$ cat config.mk
export PLATFORM = sky130hd
export DESIGN_NAME = jk_counter_bank
export DESIGN_NICKNAME = d
export VERILOG_FILES = /design/src/rtl/jk_pkg.sv /design/src/rtl/jk_cell.sv /design/src/rtl/jk_counter_bank.sv
export SDC_FILE = /design/constraint.sdc
export NUM_CORES = 1
export LEC_CHECK = 0
export CORE_ASPECT_RATIO = 1.25
export CORE_UTILIZATION = 45
export CTS_BUF_LIST = sky130_fd_sc_hd__clkbuf_8 sky130_fd_sc_hd__clkbuf_16
export DETAILED_ROUTE_END_ITERATION = 10
export GPL_TIMING_DRIVEN = 0
export HOLD_SLACK_MARGIN = 0.05
export PLACE_DENSITY = 0.88
export SKIP_LAST_GASP = 1
export SYNTH_ARGS = -nofsm -noshare
export SYNTH_HDL_FRONTEND = slang
export SYNTH_SLANG_ARGS = --single-unit
$ cat constraint.sdc
create_clock -name clk -period 5.8 [get_ports clk]
set_input_delay 1.16 -clock clk [delete_from_list [all_inputs] [get_ports clk]]
set_output_delay 1.16 -clock clk [all_outputs]
set_load 0.01 [all_outputs]
$ cat src/rtl/jk_pkg.sv
// Shared definitions for the JK cell bank: mode encodings, cell drive
// encodings and the single-cell next-state rule.
package jk_pkg;

  // Front-end mode select
  localparam logic [1:0] JK_MODE_RAW = 2'b00;
  localparam logic [1:0] JK_MODE_UP  = 2'b01;
  localparam logic [1:0] JK_MODE_DN  = 2'b10;
  localparam logic [1:0] JK_MODE_LD  = 2'b11;

  // Cell drive encodings, written as {J,K}
  localparam logic [1:0] JK_HOLD = 2'b00;
  localparam logic [1:0] JK_CLR  = 2'b01;
  localparam logic [1:0] JK_SET  = 2'b10;
  localparam logic [1:0] JK_TGL  = 2'b11;

  // Next state of one JK flip-flop given its present state and J/K drive
  function automatic logic jk_next(input logic q, input logic j, input logic k);
    logic r;
    case ({j, k})
      JK_HOLD: r = q;
      JK_CLR:  r = 1'b0;
      JK_SET:  r = 1'b1;
      default: r = ~q;
    endcase
    return r;
  endfunction

endpackage

$ cat src/rtl/jk_cell.sv
// Single JK flip-flop with clock enable and asynchronous active-low reset.
// q_n is derived from the same register so it is always the exact complement.
module jk_cell
  import jk_pkg::*;
#(
  parameter logic RST_VAL = 1'b0
) (
  input  logic clk,
  input  logic rst_n,
  input  logic en,
  input  logic j,
  input  logic k,
  output logic q,
  output logic q_n
);

  logic r_q;

  // Cell state: reset to RST_VAL, otherwise apply the JK rule when enabled
  always_ff @(posedge clk or negedge rst_n) begin
    if (!rst_n) begin
      r_q <= RST_VAL;
    end else if (en) begin
      r_q <= jk_next(r_q, j, k);
    end
  end

  assign q   = r_q;
  assign q_n = ~r_q;

endmodule

$ cat src/rtl/jk_counter_bank.sv
// Bank of WIDTH JK cells with a mode-selected front end: raw per-bit J/K,
// synchronous up/down counter built from J=K toggle terms, or parallel load.
// Produces a combinational terminal count and a registered wrap pulse.
module jk_counter_bank
  import jk_pkg::*;
#(
  parameter int                 WIDTH     = 8,
  parameter logic [WIDTH-1:0]   RESET_VAL = '0,
  parameter int                 SATURATE  = 0
) (
  input  logic             clk,
  input  logic             rst_n,
  input  logic             en,
  input  logic [1:0]       mode,
  input  logic [WIDTH-1:0] j,
  input  logic [WIDTH-1:0] k,
  input  logic [WIDTH-1:0] d,
  output logic [WIDTH-1:0] q,
  output logic [WIDTH-1:0] q_n,
  output logic             tc,
  output logic             wrap
);

  logic [WIDTH-1:0] w_q;
  logic [WIDTH-1:0] w_q_n;
  logic [WIDTH-1:0] w_t_up;
  logic [WIDTH-1:0] w_t_dn;
  logic [WIDTH-1:0] w_j;
  logic [WIDTH-1:0] w_k;
  logic             w_tc;
  logic             w_sat_hold;
  logic             r_wrap;

  // Toggle terms: bit i flips when every lower bit is 1 (up) or 0 (down)
  assign w_t_up[0] = 1'b1;
  assign w_t_dn[0] = 1'b1;
  for (genvar gi = 1; gi < WIDTH; gi++) begin : g_toggle
    assign w_t_up[gi] = &w_q[gi-1:0];
    assign w_t_dn[gi] = &w_q_n[gi-1:0];
  end

  // Terminal count: all-ones counting up, zero counting down
  always_comb begin
    w_tc = 1'b0;
    case (mode)
      JK_MODE_UP: w_tc = &w_q;
      JK_MODE_DN: w_tc = &w_q_n;
      default:    w_tc = 1'b0;
    endcase
  end

  // A saturating counter at its terminal count stops driving the cells
  assign w_sat_hold = (SATURATE != 0) && w_tc;

  // Mode mux: per-cell J/K drive, all-hold when disabled or saturated
  always_comb begin
    w_j = '0;
    w_k = '0;
    if (en && !w_sat_hold) begin
      case (mode)
        JK_MODE_RAW: begin
          w_j = j;
          w_k = k;
        end
        JK_MODE_UP: begin
          w_j = w_t_up;
          w_k = w_t_up;
        end
        JK_MODE_DN: begin
          w_j = w_t_dn;
          w_k = w_t_dn;
        end
        default: begin
          w_j = d;
          w_k = ~d;
        end
      endcase
    end
  end

  for (genvar gi = 0; gi < WIDTH; gi++) begin : g_cell
    jk_cell #(
      .RST_VAL (RESET_VAL[gi])
    ) u_cell (
      .clk   (clk),
      .rst_n (rst_n),
      .en    (en),
      .j     (w_j[gi]),
      .k     (w_k[gi]),
      .q     (w_q[gi]),
      .q_n   (w_q_n[gi])
    );
  end

  // Wrap pulse: one cycle after a non-saturating counter rolls over
  always_ff @(posedge clk or negedge rst_n) begin
    if (!rst_n) begin
      r_wrap <= 1'b0;
    end else begin
      r_wrap <= en && (SATURATE == 0) && w_tc;
    end
  end

  assign q    = w_q;
  assign q_n  = w_q_n;
  assign tc   = w_tc;
  assign wrap = r_wrap;

endmodule

==> summary.md <==
| Metric | Value |
|---|---|
| Post-synthesis sequential area ratio | 0.163 |
| GP Congestion | 0.908 |
| Max-cap viol count | 0 |
| CTS max path bufs | 2 |
| # resized after CTS | 0 |
| Filler cells | about 270 |
| Area of the multi-input gates | around 960 um2 |
| Vias per inst | about 5.8 |
| Fin nets | about 270 |
| RSZ-0062 raised after global routing | false |
| Routed wire length | 3650 um |
| R2r setup slk | between 3 and 4 ns |
| EDFF count, synth | 0 |
| Clk_lat worst skew | between 0.2 and 0.25 ns |
| Worst Setup SP | mode[1] |
| Share of layout cells above drive strength 1 | 0.121 |
| Worst Setup EP | tc |
| M1 WL | 1550 um |
| Syn_area_per_cell | 7.89 um2 |
| CP startpoint kind | input pin |
| Dpl hpwl | around 2800 um |
| Crit path top cell by count | clkdlybuf4s50_1 |
| Finished Layout Cells | between 200 and 300 |
| Max stage delay on crit path | 0.54 ns |
| FF+latch area | roughly 230 um2 |
| Setup Crit Path Kind | input pin to output port |
| Reg clk slew, reported paths | around 0.05 ns |
| Distinct cells, synth | 37 |
| Worst vdd ir | roughly 0.17 mV |
| WP buf/inv | 3 |
| CTS HTree Levels | 1 |
| Post-CTS Setup Bufs | 0 |
| Met3 WL post-DR | between 150 and 200 um |
| Die height | ~64 um |
| Cell family with most CP delay | buffers and inverters |
| Wire per inst | 14.0 um |
| Cell Pwr Density | ~300 mW/mm2 |
| Total number of yosys warnings | 0 |
| Yosys top cell by area | ha_1 |
| First-pass GRT wire length | slightly above 6000 um |
| Initial antenna violation count | 0 |
| Synthesized Nets | about 220 |
| Placed cells | 256 |
| Top-area cell type share of the netlist area | 0.181 |
| Final antenna-violating net count | 0 |
| Top achievable clock speed | about 230 MHz |
| Dominant synthesized flop cell | dfrtp_1 |
| DRC viols | 0 |
| Clock Skew | between 0.001 and 0.0015 ns |
| CTS Hold Bufs | 0 |
| Final TNS setup | 0 ns |
| Leak | 0.839 nW |
| Crit Path Max Fanout | 6 |
| Max-slew violations | 0 |
| Synth Register Bits | 9 |
| Number of diodes | 0 |
| Final Hold Fails | 0 |
| Clk root buf | clkbuf_8 |
| # IOs | 47 |
| Launching point of the worst reg2reg path | g_cell[1].u_cell.q |
| Die X | roughly 52 um |
| Number of global-route vias before repair | ~1,400 |
| Die Area | 0.00330 mm2 |
| Cells on worst reg2reg path | 6 |
| Hold Path Class | flip-flop to flip-flop |
| Synth area leaders | ha_1 18%, dfrtp_1 16%, buf_4 8.7% |
| Input/output buffers | 45 |
| CTS tree | built |
| Min Tclk post-route | between 4 and 5 ns |
| Row count | 22 |
| Initial DRC Count | 59 |
| Worst path arrival time | 3.28 ns |
| Highest Signal Layer | met4 |
| FFs w/ async S/R, synth | 1.00 |
| GRT Resource Usage Total | 0.244 |
| CP Cell Sequence | clkdlybuf4s50_1 > inv_1 > ha_1 > nand4_1 > or3_1 > a21boi_1 > clkdlybuf4s50_1 |
| Num CTS Buffers | 3 |
| Syn Inst Count | 175 |
| CP Depth | 7 |
| Vias | roughly 1,500 |
| Mapped Area | approximately 0.0014 mm2 |
| Synthesis-to-layout area growth | 39.1% |
| Largest net degree at the start of global routing | 11 |
| RR Endpoint | g_cell[6].u_cell.q |
| CP max-delay cell | clkdlybuf4s50_1 |
| Final period utilization | 0.766 |
| DR WL met2 | ~1800 um |
| Rel. slew slack | 0.635 |
| Crit. End Element | output port |
| Total grt overflow | 0 |
| Setup Viol. Count Final | 0 |
| Worst-Margin Slew | approximately 0.54 ns |
| Detailed Routing Iterations Pass 1 | 4 |
| Req. time, crit path | 4.64 ns |
| Starting density of the core | 0.473 |
| Clock sinks | 9 |
| Status | complete, no violations |
| Core area | about 0.0029 mm2 |
[power breakdown]
| group | internal [mW] | total, mW | switching [mW] |
|---|---|---|---|
| Clock | 0.0463 | 0.0737 | 0.0273 |
| Sequential | 0.0884 | 0.135 | 0.0470 |
| Combinational | 0.218 | 0.359 | 0.140 |
[sequential cells by signal, indices dropped and copies added, names as in the netlist]
register,count
wrap,1
g_cell.u_cell.q,8
[layer usage]
metal	global-route usage	up-vias
met1	0.299	704
met3	0.0238	7
met4	0.0845	0
li1	-	735
met5	0	-
met2	0.429	62
[metrics by stage]
step	worst slack (ns)	utilization	power, mW	hold WS [ns]	cell area (um2)
after floorplan	2.46	-	0.334	0.512	1380
after global placement	1.43	0.643	0.483	0.534	1880
after detailed placement	1.38	0.643	0.493	0.551	1880
after CTS	1.36	0.659	0.566	0.561	1920
after global routing	1.18	0.659	0.607	0.631	1920
final	1.36	0.659	0.568	0.557	1920
[kinds of logic (layout without fill, tap and decap cells)]
group,after synthesis,after routing,synth area share
flops,9,9,0.163
compound gates,43,43,0.224
simple gates,65,65,0.271
mux,3,3,0.0217
fa+ha+maj,20,20,0.181
buf+inv,35,84,0.139
[cell usage in the layout, fill, tap and decap left out, types with 2 or more instances in the layout]
cell type	n
clkdlybuf4s50_1	45
nand2_1	23
ha_1	20
buf_4	16
inv_1	13
o21ai_0	11
nand3_1	9
dfrtp_1	9
and2_1	6
clkbuf_1	6
a21oi_1	6
nand4b_1	6
o311ai_0	5
or4_1	5
nand2b_1	4
o311a_1	3
o211ai_1	3
mux2i_1	3
a21o_1	3
o31ai_1	3
clkbuf_8	3
nand4_1	2
o221a_2	2
o221ai_1	2
a221o_1	2
[worst min path at each step]
stage / cells past startpoint / start / to
floorplan: 2 / g_cell[7].u_cell.q / g_cell[7].u_cell.q
CTS: 2 / g_cell[7].u_cell.q / g_cell[7].u_cell.q
detailed placement: 2 / g_cell[7].u_cell.q / g_cell[7].u_cell.q
finish: 2 / g_cell[7].u_cell.q / g_cell[7].u_cell.q
global route: 2 / g_cell[7].u_cell.q / g_cell[7].u_cell.q
global placement: 2 / g_cell[7].u_cell.q / g_cell[7].u_cell.q
[worst min-delay path: stages (launching register included)]
cell     delay, ns
dfrtp_1       0.37
o21ai_0       0.09
nand3_1       0.06
[synthesized netlist by cell type, drive strengths merged, types with 3 or more instances]
cell	instances
dfrtp	9
nand2	23
o311a	3
and2	6
ha	20
clkbuf	6
mux2i	3
o31ai	3
o311ai	5
o211ai	3
inv	12
nand2b	4
nand4b	6
or4	6
buf	17
nand3	9
o21ai	11
a21o	3
a21oi	6
[final cells by class]
class                           count  area share
Multi-Input combinational cell    131       0.501
Timing Repair Buffer               45       0.234
Sequential cell                     9       0.117
Buffer                             23      0.0768
Inverter                           12      0.0234
Tap cell                           36      0.0234
Clock buffer                        3      0.0215
Clock inverter                      1     0.00195
(Power assumes the default switching activity.)
